<file path="config.mk">
export PLATFORM = sky130hd
export DESIGN_NAME = arcsinus_flat
export DESIGN_NICKNAME = d
export VERILOG_FILES = /design/src/rtl/arcsinus_if.sv /design/src/rtl/arcsinus.sv /design/src/flat_wrapper.sv
export SDC_FILE = /design/constraint.sdc
export NUM_CORES = 1
export LEC_CHECK = 0
export ABC_AREA = 1
export CORE_ASPECT_RATIO = 0.9
export CORE_MARGIN = 2
export CORE_UTILIZATION = 60
export DETAILED_ROUTE_END_ITERATION = 8
export PLACE_DENSITY = 0.79
export SLEW_MARGIN = 20
export SYNTH_ARGS = -nofsm -noshare
export SYNTH_HDL_FRONTEND = slang
export SYNTH_SLANG_ARGS = --single-unit
</file>
<file path="constraint.sdc">
create_clock -name clk -period 5.4 [get_ports clk]
set_input_delay 1.35 -clock clk [delete_from_list [all_inputs] [get_ports clk]]
set_output_delay 1.35 -clock clk [all_outputs]
set_load 0.01 [all_outputs]
</file>
<file path="src/rtl/arcsinus_if.sv">
// arcsinus request/result bundle.
// Master drives operands and start; slave returns status and BCD angle.
interface arcsinus_if;
  logic       start;
  logic       sign_in;
  logic [3:0] hundreds_in;
  logic [3:0] tens_in;
  logic [3:0] ones_in;
  logic       busy;
  logic       done;
  logic       error;
  logic       sign;
  logic [3:0] hundreds;
  logic [3:0] tens;
  logic [3:0] ones;

  modport master (
    output start, sign_in, hundreds_in, tens_in, ones_in,
    input  busy, done, error, sign, hundreds, tens, ones
  );

  modport slave (
    input  start, sign_in, hundreds_in, tens_in, ones_in,
    output busy, done, error, sign, hundreds, tens, ones
  );
endinterface

</file>
<file path="src/rtl/arcsinus.sv">
// BCD arcsine: 7-step binary search over a 91-entry sine table.
// Returns signed whole degrees behind a start/busy/done handshake.
module arcsinus (
  input  logic clk,
  input  logic reset,
  arcsinus_if.slave bus
);

  typedef enum logic [1:0] {
    IDLE,
    CHECK,
    SEARCH,
    CONVERT
  } state_t;

  // round-half-up(100*sin(d deg)), d = 0..90
  localparam logic [6:0] TBL [0:90] = '{
    7'd0,   7'd2,   7'd3,   7'd5,   7'd7,
    7'd9,   7'd10,  7'd12,  7'd14,  7'd16,
    7'd17,  7'd19,  7'd21,  7'd22,  7'd24,
    7'd26,  7'd28,  7'd29,  7'd31,  7'd33,
    7'd34,  7'd36,  7'd37,  7'd39,  7'd41,
    7'd42,  7'd44,  7'd45,  7'd47,  7'd48,
    7'd50,  7'd52,  7'd53,  7'd54,  7'd56,
    7'd57,  7'd59,  7'd60,  7'd62,  7'd63,
    7'd64,  7'd66,  7'd67,  7'd68,  7'd69,
    7'd71,  7'd72,  7'd73,  7'd74,  7'd75,
    7'd77,  7'd78,  7'd79,  7'd80,  7'd81,
    7'd82,  7'd83,  7'd84,  7'd85,  7'd86,
    7'd87,  7'd87,  7'd88,  7'd89,  7'd90,
    7'd91,  7'd91,  7'd92,  7'd93,  7'd93,
    7'd94,  7'd95,  7'd95,  7'd96,  7'd96,
    7'd97,  7'd97,  7'd97,  7'd98,  7'd98,
    7'd98,  7'd99,  7'd99,  7'd99,  7'd99,
    7'd100, 7'd100, 7'd100, 7'd100, 7'd100,
    7'd100
  };

  state_t     state;
  logic       sgn;
  logic [3:0] hd;
  logic [3:0] td;
  logic [3:0] od;
  logic [6:0] m;
  logic [6:0] lo;
  logic [6:0] hi;
  logic [2:0] step;

  logic [9:0] m10;
  logic       ok;
  logic [6:0] mid;
  logic [6:0] dv;
  logic [3:0] tq;
  logic [3:0] oq;

  logic       busy_q;
  logic       done_q;
  logic       err_q;
  logic       sign_q;
  logic [3:0] hun_q;
  logic [3:0] ten_q;
  logic [3:0] one_q;

  always_comb begin
    m10 = 10'(hd) * 10'd100
        + 10'(td) * 10'd10
        + 10'(od);
    ok  = (hd <= 4'd9) && (td <= 4'd9)
       && (od <= 4'd9) && (m10 <= 10'd100);
    mid = lo + ((hi - lo) >> 1);
    dv  = (m == 7'd100) ? 7'd90 : lo;
    tq  = '0;
    for (int k = 1; k < 10; k++)
      if (dv >= 7'(k * 10)) tq = 4'(k);
    // remainder fits in a nibble, so mod-16 arithmetic is exact
    oq  = dv[3:0] - tq * 4'd10;
  end

  always_ff @(posedge clk) begin
    if (reset) begin
      state  <= IDLE;
      sgn    <= 1'b0;
      hd     <= '0;
      td     <= '0;
      od     <= '0;
      m      <= '0;
      lo     <= '0;
      hi     <= '0;
      step   <= '0;
      busy_q <= 1'b0;
      done_q <= 1'b0;
      err_q  <= 1'b0;
      sign_q <= 1'b0;
      hun_q  <= '0;
      ten_q  <= '0;
      one_q  <= '0;
    end else begin
      done_q <= 1'b0;
      unique case (state)
        IDLE: begin
          if (bus.start) begin
            sgn    <= bus.sign_in;
            hd     <= bus.hundreds_in;
            td     <= bus.tens_in;
            od     <= bus.ones_in;
            busy_q <= 1'b1;
            state  <= CHECK;
          end
        end
        CHECK: begin
          if (!ok) begin
            err_q  <= 1'b1;
            sign_q <= 1'b0;
            hun_q  <= '0;
            ten_q  <= '0;
            one_q  <= '0;
            done_q <= 1'b1;
            busy_q <= 1'b0;
            state  <= IDLE;
          end else begin
            m     <= m10[6:0];
            lo    <= '0;
            hi    <= 7'd90;
            step  <= '0;
            state <= SEARCH;
          end
        end
        SEARCH: begin
          if (lo < hi) begin
            if (TBL[mid] >= m) hi <= mid;
            else               lo <= mid + 7'd1;
          end
          step <= step + 3'd1;
          if (step == 3'd6) state <= CONVERT;
        end
        CONVERT: begin
          err_q  <= 1'b0;
          sign_q <= sgn && (dv != 7'd0);
          hun_q  <= '0;
          ten_q  <= tq;
          one_q  <= oq;
          done_q <= 1'b1;
          busy_q <= 1'b0;
          state  <= IDLE;
        end
        default: state <= IDLE;
      endcase
    end
  end

  assign bus.busy     = busy_q;
  assign bus.done     = done_q;
  assign bus.error    = err_q;
  assign bus.sign     = sign_q;
  assign bus.hundreds = hun_q;
  assign bus.tens     = ten_q;
  assign bus.ones     = one_q;

endmodule

</file>
<file path="src/flat_wrapper.sv">
// flat-port wrapper written by rule: the top's interface ports become plain ports
module arcsinus_flat 
  (clk, reset, bus_start, bus_sign_in, bus_hundreds_in, bus_tens_in, bus_ones_in, bus_busy, bus_done, bus_error, bus_sign, bus_hundreds, bus_tens, bus_ones);
  arcsinus_if bus_i ();
  input  logic clk;
  input  logic reset;
  input wire logic [$bits(bus_i.start)-1:0] bus_start;
  input wire logic [$bits(bus_i.sign_in)-1:0] bus_sign_in;
  input wire logic [$bits(bus_i.hundreds_in)-1:0] bus_hundreds_in;
  input wire logic [$bits(bus_i.tens_in)-1:0] bus_tens_in;
  input wire logic [$bits(bus_i.ones_in)-1:0] bus_ones_in;
  output wire logic [$bits(bus_i.busy)-1:0] bus_busy;
  output wire logic [$bits(bus_i.done)-1:0] bus_done;
  output wire logic [$bits(bus_i.error)-1:0] bus_error;
  output wire logic [$bits(bus_i.sign)-1:0] bus_sign;
  output wire logic [$bits(bus_i.hundreds)-1:0] bus_hundreds;
  output wire logic [$bits(bus_i.tens)-1:0] bus_tens;
  output wire logic [$bits(bus_i.ones)-1:0] bus_ones;
  assign bus_i.start = bus_start;
  assign bus_i.sign_in = bus_sign_in;
  assign bus_i.hundreds_in = bus_hundreds_in;
  assign bus_i.tens_in = bus_tens_in;
  assign bus_i.ones_in = bus_ones_in;
  assign bus_busy = bus_i.busy;
  assign bus_done = bus_i.done;
  assign bus_error = bus_i.error;
  assign bus_sign = bus_i.sign;
  assign bus_hundreds = bus_i.hundreds;
  assign bus_tens = bus_i.tens;
  assign bus_ones = bus_i.ones;
  arcsinus u_core (.clk(clk), .reset(reset), .bus(bus_i));
endmodule
</file>
==> results of run 1 <==
==> cell usage after synthesis (all sizes together), types with 6 or more instances <==
library cell	count	area share
nand2	129	0.11
inv	94	0.079
a21oi	77	0.088
ha	59	0.16
o21ai	55	0.064
dfxtp	51	0.23
nor2	49	0.045
nand3	38	0.047
buf	16	0.025
xor2	10	0.023
fa	8	0.036
xnor2	8	0.016
clkbuf	6	0.0050
nor3	6	0.0078
==> stage by stage <==
step                      power, mW  hold slack (ns)  cells  utilization
after floorplan                1.29            0.439    647            -
after global placement         1.51            0.448    751        0.671
after detailed placement       1.54            0.455    751        0.671
after CTS                      1.79            0.474    759        0.684
after global routing           1.96            0.488    759        0.684
final                          1.80            0.473    759        0.684
==> power groups by stage <==
stage                     Sequential [mW]  Combinational, mW  Clock (mW)
final                               0.436               1.13       0.237
after global placement              0.443               1.06           0
after CTS                           0.436               1.11       0.244
after global routing                0.440               1.27       0.256
after floorplan                     0.436              0.855           0
after detailed placement            0.444               1.10           0
==> registers in the layout, summed over array words and instances, names as in the netlist, named ones only <==
signal            count
u_core.bus.error      1
u_core.bus.sign       1
u_core.step           3
u_core.hi             7
u_core.od             4
u_core.sgn            1
u_core.bus.ones       4
u_core.bus.busy       1
u_core.bus.tens       4
u_core.td             4
u_core.m              7
u_core.bus.done       1
u_core.lo             7
u_core.hd             4
u_core.state          1
==> logic make-up after synthesis <==
| kind of cell | Yosys count |
|---|---|
| compound gates | 153 |
| xor+xnor | 18 |
| fa+ha+maj | 67 |
| buf+inv | 118 |
| flops | 51 |
| other cells | 1 |
| simple gates | 236 |
==> critical path, stage by stage, from the launching register on <==
cell      delay (ns)
dfxtp_1         0.43
ha_1            0.18
inv_1           0.06
fa_1            0.45
ha_1            0.22
fa_1            0.61
inv_2           0.12
ha_1            0.36
inv_1           0.11
nor2_1          0.07
o311ai_0        0.40
o21ai_0         0.18
a21oi_1         0.18
o21ai_1         0.08
o41ai_1         0.09
inv_2           0.05
ha_1            0.27
nand2_1         0.05
nor4b_1         0.24
nor2_1          0.08
inv_1           0.12
nand3b_1        0.13
inv_1           0.18
a21oi_1         0.09
o21ai_0         0.09
inv_1           0.05
==> layout make-up <==
class	count	area share
timing repair buffer	34	0.0660
inverter	95	0.0737
clock inverter	3	0.00512
sequential	51	0.209
multi-input combinational	478	0.608
clock buffer	5	0.0141
tap	93	0.0238
==> layer usage <==
layer | vias up | part of all wire
li1 | 2145 | -
met1 | 2010 | 0.48
met2 | 137 | 0.45
met3 | 17 | 0.059
met4 | 0 | 0.012
met5 | - | 0
==> what timing repair did <==
| action | 4_1_cts | 5_1_grt |
|---|---|---|
| endpoints found under the hold margin | 0 | 0 |
| buffers inserted | 0 | 0 |
| resized for setup | 0 | 3 |
| endpoints found under the setup margin | 0 | 7 |
==> path summary, 6_finish.rpt <==
| kind | start | end | slack, ns |
|---|---|---|---|
| hold / removal | u_core.bus.tens[3] | u_core.bus.tens[3] | 0.47 |
| setup reg to reg | u_core.lo[0] | u_core.hi[4] | 0.39 |
| hold reg to reg | u_core.bus.tens[3] | u_core.bus.tens[3] | 0.47 |
| setup / recovery | u_core.lo[0] | u_core.hi[4] | 0.39 |
==> impl_metrics.yaml, run 1 <==
synthesis:
  synth.area.mux_share: 0
  ys_warn_count: 0
  synthesis.instances: 644
  synth-edff-count: 0
  synth.distinct_cells: 50
  synth_top_flop_cell: "dfxtp_1"
  synth_area_um2: 4490
  synth_top_family_by_area: "simple AND/OR/NAND/NOR gates"
  synth-compound-area-share: 0.187
  avgSynthCellArea_um2: 6.97
  async_flop_share: 0
  synth_fa_ha_area_frac: 0.200
  synth_xor_area_frac: 0.0385
  synth-seq-cells: 51
  ys_seq_area_frac: 0.228
  synth_simple_gate_area_share: 0.234
sta:
  min_period_over_period: 0.928
  fmax_mhz: 200
  rsz0062_at_grt: "false"
  worst_pin_slew_ns: 0.840
  period_needed_ns: 5.01
  timing_hold_violations_final: 0
  setup_viol: 0
  final.setup.tns_ns: 0
  setup_slack_ns: 0.388
  relSlewSlack: 0.436
  finClkSkew_ns: 0.0129
  drv_slew: 0
route:
  drc: 0
  via_per_inst: 5.68
  vias: 4309
  routedWlPerCell_um: 14.7
  wirelength_um: 11100
  final_antenna_net_count: 0
  drt_iter0_drc: 293
  firstDrtPassIters: 5
clocking:
  cts-root-buf: "clkbuf_8"
  cts_tree: "done"
  postCtsHoldBufs: 0
  cts_max_path_buffers: 2
  insertion_delay_ns: 0.32
  htreeDepth: 2
  clock_sink_count: 51
  numCtsBuffers: 5
  clkTransAtPathRegs_ns: 0.11
worst_setup_path:
  path_max_fanout: 8
  crit_path_end_kind: "flop"
  arrival_ns: 5.22
  worstSetupStartpointType: "flop"
  worstPathRequired_ns: 5.61
  path_class: "reg2reg"
  worstRegToRegCells: 25
floorplanning:
  ios: 32
  start_util: 0.628
  core_area_um2: 7150
  die_w_um: 95.2
  num_rows: 29
  dieArea_um2: 8190
  dieHeight_um: 86.0
min_path:
  hold_class: "reg2reg"
  holdPathStages: 2
finish:
  register_area_um2: 1020
  final_common_cell: "nand2_1"
  multi_input_area_um2: 2980
  layout.nets: 748
  final_cell_mix: "nand2_1, inv_1, a21oi_1"
  area_growth_pct: 9.04
  drive_gt1_frac: 0.0751
  fillers: 622
  finish.instance_area_um2: 4890
  antenna_cells: 0
placed_design:
  hpwl_um: 8710
  gp_congestion: 1.02
  placed_cell_area_um2: 4790
  dpl_worst_slack_ns: 0.427
  io_buffers: 27
global_routing:
  globalRouteMet3Util: 0.0431
  grt_most_used_layer: "met2"
  track_usage: 0.285
  grtUsageMet1: 0.409
  grt_use_met2: 0.451
  grt_max_degree: 31
  grt.overflow.total: 0
  first_global_vias: 4066
  antenna_found_initial: 0
  grt_pass1_wl_um: 18700
pwr:
  p_comb_frac: 0.626
  leakagePower_nw: 2.36
  pwr-share-clk: 0.132
  ir_worst_vdd_v: 0.000181
  sequentialPowerShare: 0.242
  internal_power_uw: 917
  p_sw_uw: 883
  powerDensity_nw_per_um2: 368
  p_sw_frac: 0.490
flow_run:
  cap_violations: 0
outcome:
  status: "finished, final reports clean"
(Power assumes the default switching activity.)
==> run 2, diff against run 1 <==
- SKIP_LAST_GASP: not set -> 1
- clock period: 5.4 -> 5.7 ns (I/O delays scaled with it)
==> impl_metrics.yaml, run 2 (same netlist as run 1, synthesis figures left out) <==
finish:
  layout.nets: 748
  reg_top3: "u_core.hi: 7 flops, u_core.lo: 7 flops, u_core.m: 7 flops"
  final_common_cell: "nand2_1"
  drive_gt1_frac: 0.0706
  antenna_cells: 0
  final_cell_mix: "nand2_1, inv_1, a21oi_1"
  fillers: 627
  layout.cells.non_filler: 759
  area_growth_pct: 8.98
worst_setup_path:
  path_class: "reg2reg"
  path_common_cell: "inv_1"
  worstPathRequired_ns: 5.91
  path_max_fanout: 8
  worstSetupStartpointType: "flop"
  slowest_delay_ns: 0.60
  slowest_stage: "fa_1"
  arrival_ns: 5.27
  crit_path_end_kind: "flop"
global_routing:
  track_usage: 0.289
  grt_max_degree: 31
  first_global_vias: 4026
  antenna_found_initial: 0
  grt.overflow.total: 0
  grt_pass1_wl_um: 18900
sta:
  drv_slew: 0
  rsz0062_at_grt: "false"
  hold_ws_ns: 0.473
  fmax_mhz: 198
  finClkSkew_ns: 0.0101
  min_period_over_period: 0.887
  setup_viol: 0
  final.setup.tns_ns: 0
  timing_hold_violations_final: 0
  worst_pin_slew_ns: 0.780
  setup_slack_ns: 0.644
  relSlewSlack: 0.476
  period_needed_ns: 5.06
floorplanning:
  dieHeight_um: 86.0
  num_rows: 29
  core_area_um2: 7150
  die_w_um: 95.2
  ios: 32
  start_util: 0.628
  dieArea_um2: 8190
placed_design:
  io_buffers: 27
  dpl_worst_slack_ns: 0.683
  place_inst: 751
  gp_congestion: 0.964
  hpwl_um: 8770
clocking:
  cts-root-buf: "clkbuf_8"
  cts_tree: "done"
  insertion_delay_ns: 0.32
  numCtsBuffers: 5
  post_cts_buffers: 0
  cts_max_path_buffers: 2
  post_cts_resized: 0
  postCtsHoldBufs: 0
  htreeDepth: 2
  clock_sink_count: 51
  clkTransAtPathRegs_ns: 0.10
flow_run:
  cap_violations: 0
route:
  wirelength_um: 11100
  firstDrtPassIters: 5
  vias: 4256
  final_antenna_net_count: 0
  via_per_inst: 5.61
  routedWlPerCell_um: 14.7
  drc: 0
  drt_iter0_drc: 256
min_path:
  hold_class: "reg2reg"
pwr:
  powerDensity_nw_per_um2: 348
  power.total_mw: 1.70
  leakagePower_nw: 2.37
  ir_worst_vdd_v: 0.000172
outcome:
  status: "finished, final reports clean"
-- run 2: cell count changes in the layout (fill, tap and decap cells not counted) --
| cell | previous run | this run |
|---|---|---|
| clkinvlp_4 | 2 | 1 |
| dfxtp_1 | 50 | 51 |
| dfxtp_2 | 1 | 0 |
| inv_1 | 87 | 89 |
| inv_2 | 6 | 5 |
| inv_6 | 2 | 1 |
| inv_8 | 0 | 1 |
-- run 2: path summary, 6_finish.rpt --
kind         cells past startpoint          startpoint  slack, ns                 end
max reg2reg                     28        u_core.lo[0]       0.64        u_core.hi[3]
min reg2reg                      2  u_core.bus.tens[2]       0.47  u_core.bus.tens[2]
min                              2  u_core.bus.tens[2]       0.47  u_core.bus.tens[2]
max                             28        u_core.lo[0]       0.64        u_core.hi[3]
-- run 2: power by group --
group | internal (mW) | switching, mW
clock network | 0.0912 | 0.136
registers | 0.387 | 0.0292
logic | 0.396 | 0.661
total | 0.874 | 0.826
-- run 2: metrics by stage --
stage               utilization  instance area (µm²)
floorplan                     -                 4500
global placement          0.671                 4790
detailed placement        0.671                 4790
CTS                       0.684                 4890
global route              0.684                 4890
finish                    0.684                 4890
-- run 2: metal layers --
layer,track usage,part of all wire,vias up,wire length (µm)
li1,-,-,2147,-
met1,0.411,0.48,1945,5310
met2,0.459,0.44,148,4920
met3,0.0501,0.065,16,722
met4,0.0646,0.016,0,174
met5,0,0,-,0
-- run 2: layout make-up --
type	count	area (µm²)	share of cell area
clock buffers	5	68.8	0.0141
inverters	95	357	0.0729
multi-input cells	478	2980	0.609
flip-flops and latches	51	1020	0.209
repair buffers	34	323	0.0660
well taps	93	116	0.0238
clock inverters	3	27.5	0.00563
-- run 2: critical path: cells and delay by family, from the launching register on --
| kind | cells | cell delay (ns) |
|---|---|---|
| AOI/OAI and AO/OA | 8 | 0.87 |
| adders and majority gates | 6 | 2.14 |
| buffers and inverters | 8 | 0.81 |
| DFF | 1 | 0.43 |
| and+or+nand+nor | 6 | 0.72 |
==> run 3, diff against run 2 <==
- CTS_CLUSTER_DIAMETER: not set -> 100
==> results of run 3 <==
No change in the layout: final DEF, timing and power equal those of run 2.
